**src/rtl/fruit_random_gen.sv**
```systemverilog
// fruit_random_gen: 16-bit Fibonacci LFSR feeding a small fill FSM that
// delivers four random fruit bytes at once to the fruit-type decoder.
//
// Ports:
//   clk        in   system clock, rising edge
//   resetN     in   asynchronous reset, active HIGH despite the name
//   req        in   request a new set of four fruit bytes
//   seed_load  in   reload the LFSR from seed_in on the next edge
//   seed_in    in   [15:0] reseed value (zero is mapped to 16'h0001)
//   fruit1_t..fruit4_t  out  [7:0] registered fruit bytes, updated together
//   valid      out  one-cycle pulse after a complete set has loaded
//   busy       out  high while the four slots are being filled
module fruit_random_gen #(
  parameter logic [15:0] SEED = 16'hACE1
) (
  input  logic        clk,
  input  logic        resetN,
  input  logic        req,
  input  logic        seed_load,
  input  logic [15:0] seed_in,
  output logic [7:0]  fruit1_t,
  output logic [7:0]  fruit2_t,
  output logic [7:0]  fruit3_t,
  output logic [7:0]  fruit4_t,
  output logic        valid,
  output logic        busy
);

  localparam int unsigned LFSR_W = 16;
  localparam int unsigned BYTE_W = 8;
  localparam int unsigned CNT_W  = 2;

  // An all-zero LFSR would lock up, so zero seeds are replaced by 1.
  localparam logic [LFSR_W-1:0] RESET_LFSR =
    (SEED == '0) ? LFSR_W'(1) : SEED;

  typedef enum logic [1:0] {
    IDLE = 2'd0,
    FILL = 2'd1,
    DONE = 2'd2
  } state_t;

  state_t              state_q, state_d;
  logic [LFSR_W-1:0]   lfsr_q, lfsr_d;
  logic [CNT_W-1:0]    cnt_q, cnt_d;
  logic                pend_q, pend_d;
  logic [BYTE_W-1:0]   slot0_q, slot0_d;
  logic [BYTE_W-1:0]   slot1_q, slot1_d;
  logic [BYTE_W-1:0]   slot2_q, slot2_d;
  logic [BYTE_W-1:0]   fruit1_q, fruit1_d;
  logic [BYTE_W-1:0]   fruit2_q, fruit2_d;
  logic [BYTE_W-1:0]   fruit3_q, fruit3_d;
  logic [BYTE_W-1:0]   fruit4_q, fruit4_d;
  logic                valid_q, valid_d;
  logic                busy_q, busy_d;
  logic                fb_c;

  // LFSR next value: reseed has priority over the free-running advance.
  always_comb begin
    fb_c   = lfsr_q[15] ^ lfsr_q[13] ^ lfsr_q[12] ^ lfsr_q[10];
    lfsr_d = {lfsr_q[14:0], fb_c};
    if (seed_load) begin
      lfsr_d = (seed_in == '0) ? LFSR_W'(1) : seed_in;
    end
  end

  // Fill FSM next-state and output logic.
  always_comb begin
    state_d  = state_q;
    cnt_d    = cnt_q;
    pend_d   = pend_q;
    slot0_d  = slot0_q;
    slot1_d  = slot1_q;
    slot2_d  = slot2_q;
    fruit1_d = fruit1_q;
    fruit2_d = fruit2_q;
    fruit3_d = fruit3_q;
    fruit4_d = fruit4_q;
    case (state_q)
      IDLE: begin
        if (req || pend_q) begin
          state_d = FILL;
          cnt_d   = '0;
          pend_d  = 1'b0;
        end
      end
      FILL: begin
        if (req) pend_d = 1'b1;
        cnt_d = cnt_q + CNT_W'(1);
        // Capture the pre-advance byte; the last slot goes straight out
        // with the shadowed three so the set updates atomically.
        case (cnt_q)
          2'd0: slot0_d = lfsr_q[BYTE_W-1:0];
          2'd1: slot1_d = lfsr_q[BYTE_W-1:0];
          2'd2: slot2_d = lfsr_q[BYTE_W-1:0];
          default: begin
            fruit1_d = slot0_q;
            fruit2_d = slot1_q;
            fruit3_d = slot2_q;
            fruit4_d = lfsr_q[BYTE_W-1:0];
            state_d  = DONE;
          end
        endcase
      end
      DONE: begin
        if (req) pend_d = 1'b1;
        state_d = IDLE;
      end
      default: state_d = IDLE;
    endcase
    busy_d  = (state_d == FILL);
    valid_d = (state_d == DONE);
  end

  always_ff @(posedge clk or posedge resetN) begin
    if (resetN) begin
      state_q  <= IDLE;
      lfsr_q   <= RESET_LFSR;
      cnt_q    <= '0;
      pend_q   <= 1'b0;
      slot0_q  <= '0;
      slot1_q  <= '0;
      slot2_q  <= '0;
      fruit1_q <= '0;
      fruit2_q <= '0;
      fruit3_q <= '0;
      fruit4_q <= '0;
      valid_q  <= 1'b0;
      busy_q   <= 1'b0;
    end else begin
      state_q  <= state_d;
      lfsr_q   <= lfsr_d;
      cnt_q    <= cnt_d;
      pend_q   <= pend_d;
      slot0_q  <= slot0_d;
      slot1_q  <= slot1_d;
      slot2_q  <= slot2_d;
      fruit1_q <= fruit1_d;
      fruit2_q <= fruit2_d;
      fruit3_q <= fruit3_d;
      fruit4_q <= fruit4_d;
      valid_q  <= valid_d;
      busy_q   <= busy_d;
    end
  end

  assign fruit1_t = fruit1_q;
  assign fruit2_t = fruit2_q;
  assign fruit3_t = fruit3_q;
  assign fruit4_t = fruit4_q;
  assign valid    = valid_q;
  assign busy     = busy_q;

endmodule

```
**config.mk**
```make
export PLATFORM = sky130hd
export DESIGN_NAME = fruit_random_gen
export DESIGN_NICKNAME = d
export VERILOG_FILES = /design/src/rtl/fruit_random_gen.sv
export SDC_FILE = /design/constraint.sdc
export NUM_CORES = 1
export LEC_CHECK = 0
export CAP_MARGIN = 5
export CORE_MARGIN = 5
export CORE_UTILIZATION = 33
export CTS_BUF_LIST = sky130_fd_sc_hd__clkbuf_4
export DETAILED_ROUTE_END_ITERATION = 16
export MAX_ROUTING_LAYER = met4
export PLACE_DENSITY_LB_ADDON = 0.3
export SYNTH_ARGS = -nofsm -noshare
export SYNTH_HDL_FRONTEND = slang
export SYNTH_SLANG_ARGS = --single-unit
```
**constraint.sdc**
```tcl
create_clock -name clk -period 3.36 [get_ports clk]
set_input_delay 1.008 -clock clk [delete_from_list [all_inputs] [get_ports clk]]
set_output_delay 1.008 -clock clk [all_outputs]
set_load 0.01 [all_outputs]
```
==> Yosys cells after proc, flatten, opt, wreduce, memory -nomap -nowiden <==
Index checks and enable logic that the tools add are counted.
{ "totals": {"reg_bits": 79, "elab_cells": 50} }
{ "op_classes": {"bitwise_logic": 4, "n_eq_ne": 8, "muxes": 10, "addsub": 1, "n_reduce_logical": 14} }
{ "op_table": {"columns": ["op", "count"], "rows": [
  ["$mux 16", 2],
  ["$logic_not 16->1", 1],
  ["$reduce_and 2->1", 5],
  ["$pmux 2 s2", 2],
  ["$eq 2x1->1 const B", 3],
  ["$eq 2x2->1 const B", 3],
  ["$mux 2", 3],
  ["$logic_not 2->1", 2],
  ["$reduce_bool 2->1", 2],
  ["$reduce_and 3->1", 1],
  ["$reduce_or 3->1", 1],
  ["$xor 1x1->1", 3],
  ["$add 2x1->2 const B", 1],
  ["$mux 1", 2],
  ["$ne 2x1->1 const B", 1],
  ["$ne 2x2->1 const B", 1],
  ["$pmux 1 s2", 1],
  ["$reduce_or 2->1", 1],
  ["$logic_or 1x1->1", 1],
  ["$not 1->1", 1]
]} }

==> Depth between registers and ports, before layout <==
{ "depth": {"word_depth": 5, "mapped_depth": 6, "ltp_nobuf": 5} }

==> Least setup slack after synthesis <==
No wires, ideal clock.
{ "synth_timing": {"path_kind": "input -> register", "from": "input port seed_load", "to": "register lfsr_q[12]", "t_arrival_ns": 1.720, "required_ns": 3.235, "stages": 3, "setup_slack_ns": 1.515, "path_buffers": 2, "path_cell_list": "buf_2 > buf_2 > mux2_2"} }
{ "synth_between": {"elab_chain_cells": 1} }
{ "synth_rtl": {"columns": ["item", "line", "text"], "rows": [
  ["from (decl)", "19", "input logic seed_load,"],
  ["$mux 16", "62", "if (seed_load) begin"],
  ["via lfsr_d[12]", "44", "logic [LFSR_W-1:0] lfsr_q, lfsr_d;"],
  ["to (signal assigned)", "132", "lfsr_q <= lfsr_d;"],
  ["to (decl)", "44", null]
]} }
The timed path passes the listed nets, and every way through them passes these cells.
A chain may end at the register's enable or synchronous reset.

==> Worst setup path after layout <==
{ "layout_timing": {"from": "register fruit2_q[0] (netlist: fruit2_t[0])", "to": "output port fruit2_t[0]"} }
{ "layout_rtl": {"columns": ["item", "line", "text"], "rows": [
  ["from (decl)", "51", "logic [BYTE_W-1:0] fruit2_q, fruit2_d;"],
  ["from (signal assigned)", "139", "fruit2_q <= fruit2_d;"],
  ["to (decl)", "22", "output logic [7:0] fruit2_t,"]
]} }
No word-level cell between the ends.

==> results.env <==
WORSTSKEWPAIRLATENCY_NS=0.43
GRT_OVERFLOW_TOTAL=0
SHARE_OF_FLIP_FLOPS_WITH_AN_ASYNCHRONOUS_SET_OR_RESET_PCT=100.0
FIRST_ITER_VIOLATIONS=67
DP_HPWL_MICRONS=4254
FLOORPLAN.INITIALDENSITY_PCT=34.14
SETUP_VIOL_COUNT_FINAL=0
ROUTE.DETAILED.DRC=0
CTS_MAX_LEVEL=3
CRITPATHLAUNCH='fruit2_t[0]'
YOSYS.CELL_TYPES.COUNT=28
CTS.REPORTEDPATHS.CLKPINSLEW_NS=0.12
FINAL_NETS=294
GRT_MAX_DEGREE=34
CRITICAL_PATH.ENDPOINT='fruit2_t[0]'
POWER.SHARE.SWITCHING_PCT=29.30
VIA_COUNT_OF_THE_FIRST_GLOBAL_ROUTING_PASS=1919
P_SW_mW=1.049
AREA.SEQUENTIAL_SQ_UM=1987
MULTI_INPUT_COMB_AREA_SQ_UM=1116
POWER.LEAKAGE_nW=1.705
ANTENNA_VIOLATING_NETS_POST_ROUTE=0
ANTENNA_FOUND_INITIAL=1
CORE_AR_SQ_UM=9284
NUMBER_OF_PLACED_I_O_PINS=54
PLACEMENTROWS=35
CLOCK_SKEW_NS=0.01020
POSTROUTEWIRELENGTH_MICRONS=6140
SHARE_SEQ_OF_TOTAL_POWER_PCT=43.9
MOST_AREA_HUNGRY_CELL_TYPE_IN_THE_YOSYS_NETLIST='dfrtp_1'
CRITICAL_REGISTER_TO_REGISTER_PATH_STARTPOINT='state_q[1]'
ARRIVAL_NS=1.36
POST_CTS.RESIZED_INSTANCES=0
SYNTHMOSTINSTANTIATEDCELL='dfrtp_1'
CELL_INTERNAL_PWR_mW=2.532
GR-USAGE-ALL-LAYERS_PCT=11.82
FINALWEIGHTEDCONGESTION=0.7682
POSTCTSHOLDBUFS=0
YS_TOP_CELLS_BY_COUNT='dfrtp_1, mux2_2, dfstp_2, ha_1, inv_1'
PLACE_AREA_SQ_UM=3850
TIMING.FINAL.HOLD_VIOLATIONS=0
NUMBER_OF_LOGIC_STAGES_ON_THE_CRITICAL_PATH_INCLUDING_BUFFERING=1
DRT-PASS1-ITER-COUNT=4
COMBINATIONALPOWERSHARE_PCT=36.8
YS_SEQ_AREA_SHARE_PCT=62.69
POWERDENSITY_nW_PER_UM2=888.3
FRACTION_OF_FINAL_LAYOUT_CELLS_SIZED_BEYOND_DRIVE_STRENGTH_1_PCT=35.79
POST_DRT_WL_PER_CELL_MICRONS=15.31
WORST-R2R-SETUP-SLACK_NS=1.35
RUN_STATUS='complete, no violations'
YOSYS_REGISTER_BITS=79
TIMING.CRITICAL_PATH.TO_TYPE='output port'
FINALWORSTPATHREQUIREDPERIOD_NS=2.363
MIN-DELAY-START='lfsr_q[14]'
VIAS=1806
CP_CELL_SEQUENCE='clkdlybuf4s50_1'
CHIPWIDTH_MICRONS=108
LAYOUT-AREA-OVERHEAD-VS-SYNTH_PCT=27.20
REG2REG_TO='fruit1_t[4]'
FLOORPLAN_DIE_HEIGHT_MICRONS=108
DRV_CAP=0
WORST_PATH_LARGEST_CELL_DELAY_NS=0.55
CRITPATHKIND='register to output port'
NUMCTSBUFFERS=9
CP-START-KIND='register'
TIMING.FINAL.MAX_SLEW_VIOLATIONS=0
MAX_FREQ_GHz=0.4232
SLEW_HEADROOM_PCT=45.00
SHARE_CLK_OF_TOTAL_POWER_PCT=19.4
WORST_PIN_SLEW_NS=0.8221
POST_SYNTH_INST_COUNT=206
DESIGN_AREA_SQ_UM=4031
WORST_IR_DROP_VDD_uV=231.9
FINAL_PERIOD_UTIL_PCT=70.33
SYNTH_TOP_FLOP_CELL='dfrtp_1'
ROOT_CELL_OF_THE_CLOCK_TREE='clkbuf_4'
WORST_PATH_MAX_DELAY_CELL='clkdlybuf4s50_1'
GRT_PASS1_WL_MICRONS=9970
DRT-VIAS-PER-INSTANCE=4.504
SYNTH_EDF_COUNT=0
DESIGN.DIE.AREA_SQ_UM=11660
CTS.SINK_COUNT=79
WORSTREGTOREGCELLS=4
FILLER_INSTANCES=884
YS_WARN_COUNT=0
SYN_AREA_PER_CELL_SQ_UM=15.38
MAPPED_CELL_AREA_SQ_UM=3169
FIN_SETUP_TNS_NS=0
WORST_PATH_DOMINANT_CELL_FAMILY='buffers and inverters'
RSZ_0062_RAISED_AFTER_GLOBAL_ROUTING='false'
SETUP_FIX_BUFS_POST_CTS=0
TIMING.CRITICAL_PATH.REQUIRED_NS=2.35
NUMBER_OF_BUFFER_CELLS_ADDED_ON_PRIMARY_PORTS=53
CELL_TYPES_OCCUPYING_THE_MOST_AREA_AFTER_SYNTHESIS='dfrtp_1, mux2_2, dfstp_2'
MAPPEDNETLISTNETS=234
CTS_TREE='yes'
HOLD_CLASS='register to register'
CRITICAL_PATH_PEAK_FANOUT=2
BUFFERS_FROM_CLOCK_ROOT_TO_SINK_AT_MOST=2
PATH_BUF_INV=1
SYNTH_TOP_AREA_SHARE_PCT=56.06
area by class of cell:
cell class	instances	share of cell area, %
sequential	79	49.29
tap	129	4.004
antenna	1	0.06207
multi-input combinational	114	27.68
inverter	7	0.6828
clock buffer	9	1.676
clock inverter	7	2.762
timing repair buffer	55	13.84
cell families (layout without fill, tap and decap cells):
family / Yosys count / count (layout) / synth area share [%]
compound gates: 13 / 13 / 2.566
mux: 71 / 71 / 25.23
xor+xnor: 4 / 4 / 1.106
flops: 79 / 79 / 62.69
buf+inv: 13 / 78 / 2.093
simple gates: 18 / 18 / 3.158
other cells: 0 / 1 / 0
fa+ha+maj: 8 / 8 / 3.158
stage by stage:
stage / power, mW / std cells / utilization (%) / setup WS (ns) / hold slack, ns
after floorplan: 2.336 / 206 / - / 0.3419 / 0.4522
after global placement: 2.901 / 384 / 41.47 / 0.8870 / 0.4609
after detailed placement: 2.945 / 384 / 41.47 / 0.8575 / 0.4636
after CTS: 3.641 / 400 / 43.40 / 0.9568 / 0.4941
after global routing: 3.834 / 401 / 43.42 / 0.8975 / 0.5226
final: 3.581 / 401 / 43.42 / 0.9968 / 0.4914
layout by cell type, fill, tap and decap left out, drive strengths merged, types with 2 or more instances in the layout:
cell type      Yosys  layout
nand2              5       5
o21ai              3       3
a21oi              6       6
clkbuf             0       9
nor2               2       2
dfrtp             71      71
xnor2              3       3
clkdlybuf4s50      0      53
mux2              71      71
dfstp              8       8
inv                7       6
nor2b              2       2
clkinv             0       4
ha                 8       8
bufinv             0       3
buf                6       2
nor4               4       4
power groups by stage:
stage                     clock, mW  sequential, mW  combinational (mW)
after floorplan                   0            1.63               0.702
after global placement            0            1.59                1.31
after detailed placement          0            1.60                1.34
after CTS                     0.711            1.58                1.35
after global routing          0.753            1.63                1.45
final                         0.693            1.57                1.32
state kept, by name (all words and copies together), names as in the netlist:
signal and cells:
fruit2_t 8, fruit1_t 8, slot1_q 8, fruit4_t 8, state_q 2, slot2_q 8, busy 1, valid 1
fruit3_t 8, cnt_q 2, lfsr_q 16, pend_q 1, slot0_q 8
worst min path at each step:
stage	to	slack, ns	depth (start not counted)
floorplan	fruit1_t[3]	0.45	1
global placement	lfsr_q[15]	0.46	1
detailed placement	lfsr_q[15]	0.46	1
CTS	lfsr_q[15]	0.49	1
global route	lfsr_q[15]	0.52	1
finish	lfsr_q[15]	0.49	1
layer usage:
metal	up-vias	track usage [%]	routed length, microns
li1	847	-	-
met1	905	14.84	2852
met2	39	16.87	2779
met3	15	3.821	362
met4	0	6.492	145
met5	-	-	0
Power figures use the tool's default switching activity.
